`src/rtl/div_pkg.sv`:
```
// Shared types and helpers for the sequential non-restoring divider.
package div_pkg;

    typedef enum logic [1:0] {
        IDLE = 2'd0,
        CALC = 2'd1,
        FIX  = 2'd2,
        DONE = 2'd3
    } div_state_e;

    // Widest operand the magnitude/negate helper supports
    localparam int unsigned DIV_MAX_W = 64;

    // Iteration counter width for an n-bit divide: $clog2(n)
    function automatic int unsigned div_cnt_w(input int unsigned n);
        return (n > 1) ? $clog2(n) : 1;
    endfunction

    // Two's-complement conditional negate; also yields |x| when neg is the sign bit.
    // Callers zero-extend into DIV_MAX_W bits and truncate the result back.
    function automatic logic [DIV_MAX_W-1:0] div_cond_neg(input logic [DIV_MAX_W-1:0] x,
                                                          input logic neg);
        return neg ? (~x + DIV_MAX_W'(1)) : x;
    endfunction

endpackage

```
`src/rtl/div_addsub_step.sv`:
```
// One non-restoring iteration: shift the partial remainder in, then add or
// subtract the divisor depending on the sign of the partial remainder.
module div_addsub_step #(
    parameter int unsigned N = 32
) (
    input  logic [N:0]   p,
    input  logic         q_msb,
    input  logic [N-1:0] d,
    output logic [N:0]   p_next_c,
    output logic         q_bit_c
);

    logic [N:0] p_shift;
    logic [N:0] d_ext;

    // Sign is taken before the shift; the shifted value may wrap in N+1 bits but
    // the add/sub result always lands back in [-D, D).
    always_comb begin
        p_shift  = {p[N-1:0], q_msb};
        d_ext    = {1'b0, d};
        p_next_c = p[N] ? (p_shift + d_ext) : (p_shift - d_ext);
        q_bit_c  = ~p_next_c[N];
    end

endmodule

```
`src/rtl/seq_nonrestoring_divider.sv`:
```
// Multi-cycle non-restoring divider, one quotient bit per clock, start/busy/done.
// Define DIV_SIGNED_EN for two's-complement operands; unsigned otherwise.
module seq_nonrestoring_divider
    import div_pkg::*;
#(
    parameter int unsigned N = 32
) (
    input  logic         clk,
    input  logic         reset,
    input  logic         start,
    input  logic [N-1:0] dividend,
    input  logic [N-1:0] divisor,
    output logic         busy,
    output logic         done,
    output logic [N-1:0] quotient,
    output logic [N-1:0] remainder,
    output logic         div_by_zero
);

    localparam int unsigned CW = div_cnt_w(N);
    localparam logic [CW-1:0] CNT_LAST = CW'(N - 1);

    div_state_e    state_q;
    div_state_e    state_nxt;
    logic          load_c;
    logic          busy_nxt;
    logic          done_nxt;

    logic [N:0]    p_q;
    logic [N-1:0]  q_q;
    logic [N-1:0]  d_q;
    logic [CW-1:0] cnt_q;
    logic          dz_q;

    logic [N:0]    step_p_c;
    logic          step_qbit_c;
    logic [N-1:0]  dvd_mag_c;
    logic [N-1:0]  dvs_mag_c;
    logic [N-1:0]  rem_mag_c;
    logic [N-1:0]  quot_c;
    logic [N-1:0]  rem_c;

`ifdef DIV_SIGNED_EN
    logic          neg_q_q;
    logic          neg_r_q;

    assign dvd_mag_c = N'(div_cond_neg(DIV_MAX_W'(dividend), dividend[N-1]));
    assign dvs_mag_c = N'(div_cond_neg(DIV_MAX_W'(divisor), divisor[N-1]));
`else
    assign dvd_mag_c = dividend;
    assign dvs_mag_c = divisor;
`endif

    div_addsub_step #(.N(N)) u_step (
        .p        (p_q),
        .q_msb    (q_q[N-1]),
        .d        (d_q),
        .p_next_c (step_p_c),
        .q_bit_c  (step_qbit_c)
    );

    // Final correction: a negative partial remainder gets one divisor added back
    assign rem_mag_c = p_q[N] ? (p_q[N-1:0] + d_q) : p_q[N-1:0];

`ifdef DIV_SIGNED_EN
    assign quot_c = dz_q ? '1 : N'(div_cond_neg(DIV_MAX_W'(q_q), neg_q_q));
    assign rem_c  = N'(div_cond_neg(DIV_MAX_W'(rem_mag_c), neg_r_q));
`else
    assign quot_c = dz_q ? '1 : q_q;
    assign rem_c  = rem_mag_c;
`endif

    // State and handshake registers
    always_ff @(posedge clk or negedge reset) begin
        if (!reset) begin
            state_q <= IDLE;
            busy    <= 1'b0;
            done    <= 1'b0;
        end else begin
            state_q <= state_nxt;
            busy    <= busy_nxt;
            done    <= done_nxt;
        end
    end

    // Next state; an accept in DONE chains straight into the next divide
    always_comb begin
        state_nxt = state_q;
        load_c    = 1'b0;
        busy_nxt  = 1'b0;
        done_nxt  = 1'b0;
        case (state_q)
            IDLE: begin
                if (start) begin
                    state_nxt = CALC;
                    load_c    = 1'b1;
                end
            end
            CALC: begin
                if (cnt_q == '0) begin
                    state_nxt = FIX;
                end
            end
            FIX: begin
                state_nxt = DONE;
            end
            DONE: begin
                if (start) begin
                    state_nxt = CALC;
                    load_c    = 1'b1;
                end else begin
                    state_nxt = IDLE;
                end
            end
            default: begin
                state_nxt = IDLE;
            end
        endcase
        busy_nxt = (state_nxt == CALC) || (state_nxt == FIX);
        done_nxt = (state_nxt == DONE);
    end

    // Datapath: operand capture, iteration, and result write in FIX
    always_ff @(posedge clk or negedge reset) begin
        if (!reset) begin
            p_q         <= '0;
            q_q         <= '0;
            d_q         <= '0;
            cnt_q       <= '0;
            dz_q        <= 1'b0;
            quotient    <= '0;
            remainder   <= '0;
            div_by_zero <= 1'b0;
`ifdef DIV_SIGNED_EN
            neg_q_q     <= 1'b0;
            neg_r_q     <= 1'b0;
`endif
        end else begin
            if (load_c) begin
                p_q   <= '0;
                q_q   <= dvd_mag_c;
                d_q   <= dvs_mag_c;
                cnt_q <= CNT_LAST;
                dz_q  <= (divisor == '0);
`ifdef DIV_SIGNED_EN
                neg_q_q <= dividend[N-1] ^ divisor[N-1];
                neg_r_q <= dividend[N-1];
`endif
            end else if (state_q == CALC) begin
                p_q   <= step_p_c;
                q_q   <= {q_q[N-2:0], step_qbit_c};
                cnt_q <= cnt_q - CW'(1);
            end
            if (state_q == FIX) begin
                quotient    <= quot_c;
                remainder   <= rem_c;
                div_by_zero <= dz_q;
            end
        end
    end

endmodule

```
`config.mk`:
```
export PLATFORM = sky130hd
export DESIGN_NAME = seq_nonrestoring_divider
export DESIGN_NICKNAME = d
export VERILOG_FILES = /design/src/rtl/div_pkg.sv /design/src/rtl/div_addsub_step.sv /design/src/rtl/seq_nonrestoring_divider.sv
export SDC_FILE = /design/constraint.sdc
export NUM_CORES = 1
export LEC_CHECK = 0
export CORE_MARGIN = 3
export CORE_UTILIZATION = 40
export CTS_BUF_LIST = sky130_fd_sc_hd__clkbuf_16
export CTS_CLUSTER_DIAMETER = 120
export DETAILED_ROUTE_END_ITERATION = 7
export GPL_ROUTABILITY_DRIVEN = 1
export GPL_TIMING_DRIVEN = 0
export PLACE_DENSITY = 0.68
export SETUP_SLACK_MARGIN = 0.05
export SKIP_CTS_REPAIR_TIMING = 1
export SYNTH_ARGS = -nofsm -noshare
export SYNTH_HDL_FRONTEND = slang
export SYNTH_SLANG_ARGS = --single-unit
```
`constraint.sdc`:
```
create_clock -name clk -period 12.5 [get_ports clk]
set_input_delay 1.25 -clock clk [delete_from_list [all_inputs] [get_ports clk]]
set_output_delay 1.25 -clock clk [all_outputs]
set_load 0.01 [all_outputs]
```
==> results.json <==
{
  "synth_top_family_by_area": "compound AO/OA/AOI/OAI gates",
  "fin_nets": 1566,
  "finalHoldViolations": 0,
  "grt_pass1_vias": 9782,
  "synth.top_cell.area_share": 0.392,
  "grt_max_degree": 117,
  "cts.sinks": 172,
  "ys_async_sr_fraction": 1.00,
  "die_h_um": 172,
  "crit_arrival_ns": 6.18,
  "path_max_fanout": 10,
  "worstSetupPathType": "flop to flop",
  "grt_overflow_total": 0,
  "peakVddDrop_mv": 0.118,
  "fin_cells": 1780,
  "synthMuxAreaShare": 0.0671,
  "path_buf_inv": 3,
  "path_clk_slew_ns": 0.08,
  "wl_mm": 33.9,
  "row_count": 60,
  "rr_startpoint": "p_q[32]$_DFFE_PN0P_",
  "drc": 0,
  "crit_family": "compound AO/OA/AOI/OAI gates",
  "synth_xor_area_frac": 0.0669,
  "fin_crit_sh": 0.471,
  "worstSetupEndpoint": "q_q[0]$_DFFE_PN0P_",
  "gp_congestion": 0.931,
  "hpwl_mm": 25.5,
  "maxSlewViolCount": 0,
  "syn_area_per_cell_um2": 8.63,
  "worstPathRequired_ns": 12.79,
  "period_minus_slack_ns": 5.88,
  "synth-adder-area-share": 0.0845,
  "fp.dieW_um": 172,
  "cts-htree-levels": 4,
  "synth.distinct_cells": 59,
  "avgViaCountPerCell": 5.52,
  "dieArea_um2": 29500,
  "n_antenna_cell": 0,
  "yosys.area_share.simple": 0.176,
  "numCtsBuffers": 17,
  "synth.largest_area_cell": "dfrtp_1",
  "antenna_found_initial": 1,
  "wl_met3_mm": 2.38,
  "maxSlewHeadroom": 0.318,
  "crit_cells": 15,
  "clockRootBuffer": "clkbuf_16",
  "rsz0062_at_grt": "false",
  "route.met2.wl_mm": 15.6,
  "drive_above_1_share": 0.0334,
  "netlist_top_cells_area": "dfrtp_1, ha_1, a21oi_1, mux2i_1, nor2_1",
  "path_cells": "clkbuf_1 -> buf_1 -> mux2_2 -> inv_1 -> fa_1 -> nor2b_1 -> o2111ai_1 -> a311oi_1 -> a211oi_1 -> o41ai_1 -> nand4_1 -> o21ai_0 -> nand2_1 -> mux2i_1 -> a31oi_1",
  "cts_tree": "built",
  "final_antenna_net_count": 0,
  "finalClockSkew_ns": 0.0208,
  "max_freq_ghz": 0.170,
  "core_um2": 27000,
  "ys_seq_area_frac": 0.392,
  "clockBufferDepth": 2,
  "setup_viol": 0,
  "dr.max_layer_used": "met5",
  "track_usage": 0.234,
  "hp-class": "flop to flop",
  "dr.pass1.iters": 5,
  "synth-main-ff-cell": "dfrtp_1",
  "reg2reg_depth": 15,
  "synth-compound-area-share": 0.184,
  "drt_iter0_markers": 740,
  "p_leak_nw": 6.16,
  "maxCapViolCount": 0,
  "yosysWarnings": 0,
  "clk_latency_ns": 0.45,
  "power_density_nw_per_um2": 316,
  "syn-num-nets": 1413,
  "num_vias": 9823,
  "grt_pass1_wl_mm": 54.0,
  "met1Wirelength_mm": 15.0,
  "synth-seq-cells": 172,
  "fin_tns_setup_ns": 0,
  "tightest_slew_ns": 1.01,
  "drt-wirelength-per-cell_um": 19.0,
  "outcome": "completed",
  "num_io_pins": 134,
  "syn_area_um2": 11000,
  "slowest_delay_ns": 0.80,
  "crit_start": "p_q[32]$_DFFE_PN0P_",
  "slowest_stage": "o41ai_1",
  "end_kind": "flop",
  "power_mw": 4.23,
  "rrSetupSlack_ns": 6.62,
  "port_buffers": 133,
  "synth-edff-count": 0,
  "start_util": 0.408,
  "r2r_end": "q_q[0]$_DFFE_PN0P_",
  "syn2layout_area_growth_pct": 21.9,
  "placed_cells": 1748,
  "syn_inst": 1273,
  "worst_setup_path_start_kind": "flop"
}
## final cells by class
class | count | area [µm²]
Clock buffer | 17 | 425
Clock inverter | 15 | 186
Inverter | 33 | 124
Sequential cell | 172 | 4300
Multi-Input combinational cell | 1013 | 6350
Tap cell | 341 | 427
Buffer | 55 | 206
Fill cell | 2567 | 13600
Timing Repair Buffer | 134 | 1360
## kinds of logic (layout without fill, tap and decap cells)
logic type | after synthesis | in the layout
XOR/XNOR | 84 | 84
buffers and inverters | 88 | 254
AO/OA/AOI/OAI | 346 | 346
multiplexers | 73 | 73
adder cells (fa/ha/maj) | 73 | 73
AND/OR/NAND/NOR | 437 | 437
flip-flops | 172 | 172
## sequential cells by signal (all words and copies together), names as in the netlist
signal       cells
p_q             33
d_q             32
q_q             32
state_q          2
done             1
remainder       32
quotient        32
dz_q             1
div_by_zero      1
busy             1
cnt_q            5
## stage by stage
stage	utilization	setup slack (ns)	hold slack, ns	instance area, µm²
after CTS	0.497	6.74	0.524	13400
after global placement	0.473	2.77	0.492	12700
final	0.497	6.62	0.513	13400
after floorplan	-	8.37	0.480	11000
after detailed placement	0.474	6.81	0.497	12800
after global routing	0.497	6.31	0.548	13400
## power by group
group	switching [mW]	total [mW]	internal, mW	leakage (nW)
Combinational	1.58	2.73	1.15	3.64
Sequential	0.214	0.947	0.733	2.22
Clock	0.282	0.555	0.273	0.297
## cells in the final DEF, fill, tap and decap left out, types with 10 or more instances in the layout
master           instances
nor4_1                  11
clkbuf_1                43
a21o_1                  29
a31oi_1                 16
a21oi_1                146
nor3_1                  14
nand3_1                 23
xnor2_1                 42
ha_1                    71
mux2i_1                 68
inv_1                   33
clkbuf_16               17
nor2_1                 171
nand2_1                158
xor2_1                  42
o21ai_0                 86
clkdlybuf4s50_1        132
buf_1                   12
nand2b_1                10
dfrtp_1                172
nor2b_1                 13
a211oi_1                15
## worst min path at each step
stage	startpoint	end	slack (ns)	cells past startpoint
after global placement	div_by_zero$_DFFE_PN0N_	div_by_zero$_DFFE_PN0N_	0.49	1
after floorplan	cnt_q[3]$_DFFE_PN0P_	cnt_q[3]$_DFFE_PN0P_	0.48	2
after CTS	remainder[14]$_DFFE_PN0N_	remainder[14]$_DFFE_PN0N_	0.52	1
final	remainder[14]$_DFFE_PN0N_	remainder[14]$_DFFE_PN0N_	0.51	1
after global routing	remainder[14]$_DFFE_PN0N_	remainder[14]$_DFFE_PN0N_	0.55	1
after detailed placement	div_by_zero$_DFFE_PN0N_	div_by_zero$_DFFE_PN0N_	0.50	1
## metal layers
metal  vias to the layer above  GRT usage
met1                      4709      0.313
met2                       291      0.377
met4                         2     0.0757
met5                         -          0
met3                        45     0.0552
li1                       4776          -
## synthesized netlist by cell type (3+ instances only)
cell type,count
and2_1,3
ha_1,71
xnor2_1,42
a21oi_1,146
nand3_1,23
nand2_1,158
nand4_1,5
nand2b_1,10
o31ai_1,3
nor4_1,11
nor2_1,171
nor3_1,14
clkbuf_1,43
mux2i_1,68
a211o_1,4
or3_1,6
o211ai_1,5
a21boi_0,5
nor2b_1,13
and3_1,9
o21ai_0,86
dfrtp_1,172
a21o_1,29
buf_1,12
a31oi_1,16
o21bai_1,8
a211oi_1,15
mux2_2,5
inv_1,33
o21a_1,9
xor2_1,42
a221oi_1,5
## worst reg2reg max path: cells and delay by family (launching register included)
family / cells / cell delay [ns]
DFF: 1 / 0.39
and+or+nand+nor: 3 / 0.55
muxes: 2 / 0.56
buffers and inverters: 3 / 1.43
adders and majority gates: 1 / 0.43
AOI/OAI and AO/OA: 6 / 2.37
Power figures use the tool's default switching activity.
